<file path="config.mk">
export PLATFORM = sky130hd
export DESIGN_NAME = ula_iter_flat
export DESIGN_NICKNAME = d
export VERILOG_FILES = /design/src/rtl/ula_iter_if.sv /design/src/rtl/ula_iter.sv /design/src/flat_wrapper.sv
export SDC_FILE = /design/constraint.sdc
export NUM_CORES = 1
export LEC_CHECK = 0
export BUFFER_PORTS_ARGS = -buffer_cell sky130_fd_sc_hd__buf_2
export CORE_AREA = 8 8 189 191
export DETAILED_ROUTE_END_ITERATION = 8
export DIE_AREA = 0 0 197 199
export PLACE_DENSITY = 0.58
export SETUP_SLACK_MARGIN = 0.3
export SYNTH_ARGS = -nofsm -noshare
export SYNTH_HDL_FRONTEND = slang
export SYNTH_SLANG_ARGS = --single-unit
</file>
<file path="constraint.sdc">
create_clock -name clk -period 3.3 [get_ports clk]
set_input_delay 0.33 -clock clk [delete_from_list [all_inputs] [get_ports clk]]
set_output_delay 0.33 -clock clk [all_outputs]
set_load 0.02 [all_outputs]
</file>
<file path="src/rtl/ula_iter_if.sv">
// Request/response bundle between an ALU client and ula_iter.
// The client drives operation and operands; the ALU returns result, flags and status.
interface ula_iter_if;
    logic        start;
    logic [3:0]  ALUControl;
    logic [31:0] a;
    logic [31:0] b;
    logic [31:0] result;
    logic        zero;
    logic        busy;
    logic        done;

    modport master (
        output start, ALUControl, a, b,
        input  result, zero, busy, done
    );

    modport slave (
        input  start, ALUControl, a, b,
        output result, zero, busy, done
    );
endinterface

</file>
<file path="src/rtl/ula_iter.sv">
// 32-bit ALU with single-cycle logic/arithmetic ops and bit-serial shifts.
// A three-state FSM (IDLE/SHIFT/DONE) sequences each operation and pulses done once.
module ula_iter (
    input  logic      clk,
    input  logic      rst,
    ula_iter_if.slave bus
);
    typedef enum logic [1:0] {IDLE, SHIFT, DONE} state_t;

    localparam logic [3:0] OP_ADD  = 4'b0000;
    localparam logic [3:0] OP_SUB  = 4'b0001;
    localparam logic [3:0] OP_AND  = 4'b0010;
    localparam logic [3:0] OP_OR   = 4'b0011;
    localparam logic [3:0] OP_XOR  = 4'b0100;
    localparam logic [3:0] OP_NOR  = 4'b0101;
    localparam logic [3:0] OP_SLT  = 4'b0110;
    localparam logic [3:0] OP_SLTU = 4'b0111;
    localparam logic [3:0] OP_SLL  = 4'b1000;
    localparam logic [3:0] OP_SRL  = 4'b1001;
    localparam logic [3:0] OP_SRA  = 4'b1010;

    state_t      state_q;
    logic [3:0]  op_q;
    logic [31:0] shreg_q;
    logic [4:0]  cnt_q;
    logic [31:0] result_q;
    logic        zero_q;
    logic        busy_q;
    logic        done_q;

    logic        is_shift;
    logic [4:0]  amt;
    logic [31:0] alu_d;
    logic [31:0] shreg_d;

    assign amt      = bus.b[4:0];
    assign is_shift = (bus.ALUControl == OP_SLL) || (bus.ALUControl == OP_SRL) ||
                      (bus.ALUControl == OP_SRA);

    // Shift codes yield a unchanged here: only reached with a zero shift amount.
    always_comb begin
        alu_d = bus.a + bus.b;
        case (bus.ALUControl)
            OP_ADD:  alu_d = bus.a + bus.b;
            OP_SUB:  alu_d = bus.a - bus.b;
            OP_AND:  alu_d = bus.a & bus.b;
            OP_OR:   alu_d = bus.a | bus.b;
            OP_XOR:  alu_d = bus.a ^ bus.b;
            OP_NOR:  alu_d = ~(bus.a | bus.b);
            OP_SLT:  alu_d = ($signed(bus.a) < $signed(bus.b)) ? 32'd1 : 32'd0;
            OP_SLTU: alu_d = (bus.a < bus.b) ? 32'd1 : 32'd0;
            OP_SLL, OP_SRL, OP_SRA: alu_d = bus.a;
            default: alu_d = bus.a + bus.b;
        endcase
    end

    // One-bit step of the captured shift operation.
    always_comb begin
        shreg_d = {shreg_q[31], shreg_q[31:1]};
        case (op_q)
            OP_SLL:  shreg_d = {shreg_q[30:0], 1'b0};
            OP_SRL:  shreg_d = {1'b0, shreg_q[31:1]};
            default: shreg_d = {shreg_q[31], shreg_q[31:1]};
        endcase
    end

    always_ff @(posedge clk) begin
        if (rst) begin
            state_q  <= IDLE;
            op_q     <= OP_ADD;
            shreg_q  <= 32'd0;
            cnt_q    <= 5'd0;
            result_q <= 32'd0;
            zero_q   <= 1'b1;
            busy_q   <= 1'b0;
            done_q   <= 1'b0;
        end else begin
            case (state_q)
                IDLE: begin
                    done_q <= 1'b0;
                    if (bus.start) begin
                        op_q   <= bus.ALUControl;
                        busy_q <= 1'b1;
                        if (is_shift && (amt != 5'd0)) begin
                            shreg_q <= bus.a;
                            cnt_q   <= amt;
                            state_q <= SHIFT;
                        end else begin
                            result_q <= alu_d;
                            zero_q   <= (alu_d == 32'd0);
                            done_q   <= 1'b1;
                            state_q  <= DONE;
                        end
                    end
                end
                SHIFT: begin
                    shreg_q <= shreg_d;
                    cnt_q   <= cnt_q - 5'd1;
                    if (cnt_q == 5'd1) begin
                        result_q <= shreg_d;
                        zero_q   <= (shreg_d == 32'd0);
                        done_q   <= 1'b1;
                        state_q  <= DONE;
                    end
                end
                DONE: begin
                    done_q  <= 1'b0;
                    busy_q  <= 1'b0;
                    state_q <= IDLE;
                end
                default: begin
                    done_q  <= 1'b0;
                    busy_q  <= 1'b0;
                    state_q <= IDLE;
                end
            endcase
        end
    end

    assign bus.result = result_q;
    assign bus.zero   = zero_q;
    assign bus.busy   = busy_q;
    assign bus.done   = done_q;
endmodule

</file>
<file path="src/flat_wrapper.sv">
// flat-port wrapper written by rule: the top's interface ports become plain ports
module ula_iter_flat 
  (clk, rst, bus_start, bus_ALUControl, bus_a, bus_b, bus_result, bus_zero, bus_busy, bus_done);
  ula_iter_if bus_i ();
  input  logic clk;
  input  logic rst;
  input wire logic [$bits(bus_i.start)-1:0] bus_start;
  input wire logic [$bits(bus_i.ALUControl)-1:0] bus_ALUControl;
  input wire logic [$bits(bus_i.a)-1:0] bus_a;
  input wire logic [$bits(bus_i.b)-1:0] bus_b;
  output wire logic [$bits(bus_i.result)-1:0] bus_result;
  output wire logic [$bits(bus_i.zero)-1:0] bus_zero;
  output wire logic [$bits(bus_i.busy)-1:0] bus_busy;
  output wire logic [$bits(bus_i.done)-1:0] bus_done;
  assign bus_i.start = bus_start;
  assign bus_i.ALUControl = bus_ALUControl;
  assign bus_i.a = bus_a;
  assign bus_i.b = bus_b;
  assign bus_result = bus_i.result;
  assign bus_zero = bus_i.zero;
  assign bus_busy = bus_i.busy;
  assign bus_done = bus_i.done;
  ula_iter u_core (.clk(clk), .rst(rst), .bus(bus_i));
endmodule
</file>
**Word level (Yosys, flattened, before mapping)**

Index checks and enable logic that the tools add are counted.

- Add/subtract/negate cells: 3
- $lt $le $gt $ge: 2
- Muxes and demuxes: 28
- Bitwise logic cells: 5
- Reductions and logical operators: 14
- Equality and inequality tests: 18

Operators by type and width:

| kind | count |
|---|---|
| $pmux W32 S8 | 1 |
| $pmux W32 S2 | 3 |
| $mux W32 | 5 |
| $logic_not A32 Y1 | 2 |
| $lt A32 B32 Y1 | 2 |
| $add A32 B32 Y32 | 1 |
| $and A32 B32 Y32 | 1 |
| $not A32 Y32 | 1 |
| $or A32 B32 Y32 | 1 |
| $sub A32 B32 Y32 | 1 |
| $xor A32 B32 Y32 | 1 |
| $eq A4 B4 Y1 const B | 5 |
| $eq A4 B3 Y1 const B | 4 |
| $mux W5 | 2 |
| $pmux W5 S2 | 1 |
| $mux W1 | 9 |
| $eq A4 B2 Y1 const B | 2 |
| $mux W2 | 3 |
| $pmux W1 S2 | 3 |
| $reduce_and A2 Y1 | 3 |
| $eq A5 B1 Y1 const B | 1 |
| $reduce_bool A5 Y1 | 1 |
| $sub A5 B1 Y5 const B | 1 |
| $eq A4 B1 Y1 const B | 1 |
| 12 further kinds | 15 |

- Register bits: 78

**Longest topological paths before layout**

- Depth in word-level cells: 7
- Mapped depth: 14
- Gate-level depth less buffers: 14

**Worst setup path before layout**

No wires, ideal clock.

- Kind: input-to-reg
- Start point: input port bus_b[0]
- End point: register u_core.zero_q (netlist: u_core.bus.zero)
- Data arrival time: 3.236 ns
- Library setup time: 0.069 ns
- Stages: 13
- Path slack: -0.005 ns
- Path buffers: 0
- Data required time: 3.231 ns
- Path through: ha_1 -> fa_1 -> a211oi_2 -> o21ai_1 -> a31o_1 -> or4_4 -> a21oi_2 -> o21ai_1 -> a2111o_1 -> nand3_2 -> nor4b_4 -> nand4b_1 -> o21ai_1

- Word-level cells in the longest chain between the ends: 7
- Elaborated cells on any way between the ends: 19

Ends and longest elaborated chain:

| element | RTL line | source |
|---|---|---|
| start: declaration | flat_wrapper.sv:10 | `input wire logic [$bits(bus_i.b)-1:0] bus_b;` |
| $lt A32 B32 Y1 (tied with other cells) | ula_iter.sv:51 | `OP_SLTU: alu_d = (bus.a < bus.b) ? 32'd1 : 32'd0;` |
| $mux W1 (tied with other cells) | ula_iter.sv:51 |  |
| $pmux W32 S8 | ula_iter.sv:43 | `case (bus.ALUControl)` |
| $logic_not A32 Y1 | ula_iter.sv:90 | `zero_q <= (alu_d == 32'd0);` |
| $mux W1 | ula_iter.sv:84 | `if (is_shift && (amt != 5'd0)) begin` |
| $mux W1 | ula_iter.sv:81 | `if (bus.start) begin` |
| $pmux W1 S2 | ula_iter.sv:78 | `case (state_q)` |
| end signal: assignment | ula_iter.sv:90 |  |
| end signal: assignment | ula_iter.sv:101 | `zero_q <= (shreg_d == 32'd0);` |
| end: declaration | ula_iter.sv:27 | `logic zero_q;` |

Parallel ways exist; a longest one is shown, timed or not. The select of a mux whose other input is x is not followed.
A chain may end at the register's enable or synchronous reset.

**Worst setup path after layout**

- Start point: input port bus_a[1]
- End point: register u_core.zero_q (netlist: u_core.bus.zero)

- Word-level cells in the longest chain between the ends: 7
- Elaborated cells on any way between the ends: 15

Ends and longest elaborated chain:

| element | RTL line | source |
|---|---|---|
| start: declaration | flat_wrapper.sv:9 | `input wire logic [$bits(bus_i.a)-1:0] bus_a;` |
| $lt A32 B32 Y1 (tied with other cells) | ula_iter.sv:51 |  |
| $mux W1 (tied with other cells) | ula_iter.sv:51 |  |
| $pmux W32 S8 (*) | ula_iter.sv:43 |  |
| $logic_not A32 Y1 (*) | ula_iter.sv:90 |  |
| $mux W1 (*) | ula_iter.sv:84 |  |
| $mux W1 (*) | ula_iter.sv:81 |  |
| $pmux W1 S2 (*) | ula_iter.sv:78 |  |

Mark *: on every way between the ends. The rest lies on a longest branch, timed or not. The select of a mux whose other input is x is not followed.

==> results.txt <==
Status -> finished, final reports clean
Largest family of logic cells by synthesized area -> compound AO/OA/AOI/OAI gates
Initial core utilization -> 30.52%
Netlist cell types -> 98
Power Dens Cells -> 304.2 nW/µm²
Final setup fails -> 0
Fin util -> 44.75%
Maximum vdd drop -> 0.0002541 V
Switching pwr -> 0.001884 W
Switching share of power -> 42.12%
Power Internal -> 0.002589 W
Ports -> 106
P_leak -> 6.250 nW
Num Clock Sinks -> 78
Hold Vio Cnt, Final -> 0
Dpl hpwl -> 39.67 mm
Worst Path Required -> 3.58 ns
Avg WL per Cell -> 21.90 µm
Root buffer cell -> clkbuf_16
Fill cell count -> 3435
Vias in the first global route -> 12400
Detailed Route WL -> 49.84 mm
Top cells by area, synth -> dfxtp_1 (16%), ha_1 (12%), a21oi_1 (8.4%)
Sequential-to-total area share from yosys stat -> 15.57%
Clock Pin Slew Worst Setup and Hold Paths -> 0.06 ns
Finished Cell Area -> 14710 µm²
Die width -> 197 µm
Seq pwr share -> 23.9%
Row count -> 67
Mux share of post-synthesis cell area -> 1.235%
First-pass GRT wire length -> 74.59 mm
Total CTS buffers -> 9
Syn Nets -> 1634
Largest net degree at the start of global routing -> 84
Final nets -> 1995
Cells after synthesis -> 1463
Worst Path Arrival -> 3.49 ns
Synthesis-stage register bit count -> 78
DR pass1 iterations -> 6
Max Clock Freq -> 311.5 MHz
Rel. slew slack -> 29.91%
Top cell type's share of synthesized area -> 15.57%
Crit share post-route -> 97.28%
R2r setup slk -> 0.50 ns
Via/cell ratio -> 5.731
Fin Clk Skew -> 0.009318 ns
Synth Warn # -> 0
TritonCTS clock tree -> done
Area growth syn-to-layout -> 46.61%
Post-synthesis adder-cell area fraction -> 12.62%
Final Max Tran Viols -> 0
Antenna Nets Post-Route -> 0
Final setup margin -> 0.08987 ns
Mean Syn Cell Area -> 6.856 µm²
Most common cell in the netlist -> nand2_1
GRT Util Overall -> 24.31%
Worst min path class -> input pin to flip-flop
Synth Area in Compound Gates -> 35.77%
Synth area leader -> dfxtp_1
Async SR Flop Fraction -> 0%
Max Cap Viol -> 0
Synth Area in Simple Gates -> 25.41%
Core Region -> 32860 µm²
Setup crit start kind -> input pin
Share of cells above drive strength 1 -> 35.63%
Synth cell count leaders -> nand2_1 (208), a21oi_1 (168), nor2_1 (109), inv_1 (99), ha_1 (98)
DRC -> 0
Initial DRC count -> 1463
Vias -> 13040
Combinational Power Share -> 56.2%
Most common flop cell mapped by yosys -> dfxtp_1
GR Overflow Total -> 0
Number of flops mapped to enable cells by yosys -> 0
Chip height -> 199 µm
Synth Area in XOR/XNOR -> 0.2619%
DP Area -> 13200 µm²
Final period demand of the worst path -> 3.210 ns
Clk_lat worst skew -> 0.34 ns
Crit Path Max Fanout -> 3
Hold slack -> 0.3060 ns
Least-Margin Pin Slew -> 1.051 ns
Initial antenna violation count -> 2
Inst Count DP -> 2240
Htree depth -> 3
Pre-CTS WS -> -0.6703 ns
Hold buffer count at CTS -> 0
Clk buf depth -> 2
Die ar. -> 39200 µm²
Fin cells -> 2276
Cell area after synthesis -> 10030 µm²
RSZ-0062 raised after global routing -> yes
Clock power share -> 19.9%
Port Buf Inserts -> 105
Placer Congestion -> 0.9546
Crit. End Element -> flip-flop
Critical path type -> input pin to flip-flop
what timing repair did:
item	in CTS	in global routing
pin swaps	39	75
resized for setup	81	146
endpoints found under the setup margin	18	20
setup buffers	6	15
gates cloned	0	0
power groups by stage:
stage / registers (W) / clock network, W / logic (W)
after floorplan: 0.00112 / 0 / 0.00110
after global placement: 0.00108 / 0 / 0.00215
after detailed placement: 0.00109 / 0 / 0.00215
after CTS: 0.00107 / 0.000901 / 0.00226
after global routing: 0.00108 / 0.000936 / 0.00268
final: 0.00107 / 0.000891 / 0.00252
placed cells by master, fill, tap and decap left out, types with 9 or more instances in the layout:
master     Yosys  final
o21ai_0       68     55
a21oi_1      168    145
nor2b_1       20     15
buf_6          4     23
nand3_1       60     55
mux2i_1        9      9
inv_1         99     90
ha_1          98     79
a21oi_2        1     22
buf_4          3    332
dfxtp_1       78     78
clkbuf_16      0      9
nor3_1        33     28
a31oi_1       14     12
ha_4           0     18
and3_1        10      9
nor2_1       109    101
a222oi_1       9      9
a211oi_1      26     22
nor4_1        21     15
a21o_1        13     13
a221o_1       10     10
a22oi_1       17     16
o211ai_1      62     62
a211o_1        9      9
o21ai_1        8     11
buf_2         12    100
nand2_1      208    202
final timing paths:
check,cells after the start,to,startpoint
worst max-delay path,15,u_core.bus.zero$_SDFFE_PP1P_,bus_a[1]
worst min-delay path,3,u_core.shreg_q[0]$_SDFFE_PP0P_,bus_a[0]
worst max register to register,10,u_core.bus.zero$_SDFFE_PP1P_,u_core.state_q[1]$_SDFFE_PP0P_
worst min register to register,2,u_core.bus.result[2]$_SDFFE_PP0P_,u_core.bus.result[2]$_SDFFE_PP0P_
state kept, by name, indices dropped and copies added (netlist names):
| signal | cells |
|---|---|
| u_core.state_q | 2 |
| u_core.bus.busy | 1 |
| u_core.cnt_q | 5 |
| u_core.op_q | 4 |
| u_core.bus.result | 32 |
| u_core.bus.zero | 1 |
| u_core.shreg_q | 32 |
| u_core.bus.done | 1 |
per-layer routing:
metal,track usage [%],share of wire (%)
met1,33.78,44
met2,38.44,44
met3,3.164,8.1
met4,7.634,3.3
met5,0,0.026
stage by stage:
stage               setup TNS (ns)  total power (W)
finish                           0         0.004473
global route              -0.01897         0.004690
CTS                              0         0.004229
detailed placement          -4.585         0.003240
global placement            -4.976         0.003237
floorplan                        0         0.002221
area by class of cell:
| cell class | count | area, µm² | area share (%) |
|---|---|---|---|
| Sequential cell | 78 | 1562 | 10.62 |
| Antenna cell | 1 | 2.502 | 0.01702 |
| Multi-Input combinational cell | 1176 | 8587 | 58.39 |
| Clock inverter | 4 | 26.28 | 0.1787 |
| Clock buffer | 10 | 229.0 | 1.557 |
| Inverter | 99 | 392.9 | 2.671 |
| Tap cell | 448 | 560.5 | 3.811 |
| Timing Repair Buffer | 460 | 3347 | 22.76 |
worst max-delay path, stage by stage:
cell and delay, ns:
buf_8 0.10, buf_6 0.11, buf_6 0.11, fa_2 0.37, a211oi_4 0.32, o21ai_4 0.12
a31o_1 0.25, or4_4 0.49, a21boi_4 0.18, o221a_1 0.22, o21ai_2 0.08, a2111oi_4 0.31
and4bb_1 0.27, nand4b_1 0.10, o21ai_1 0.12
cell families after synthesis:
| logic type | count (synthesis) |
|---|---|
| mux | 12 |
| buf+inv | 209 |
| fa+ha+maj | 100 |
| simple gates | 532 |
| compound gates | 529 |
| flops | 78 |
| xor+xnor | 3 |
Note: power is estimated with default switching activity, not from simulation.
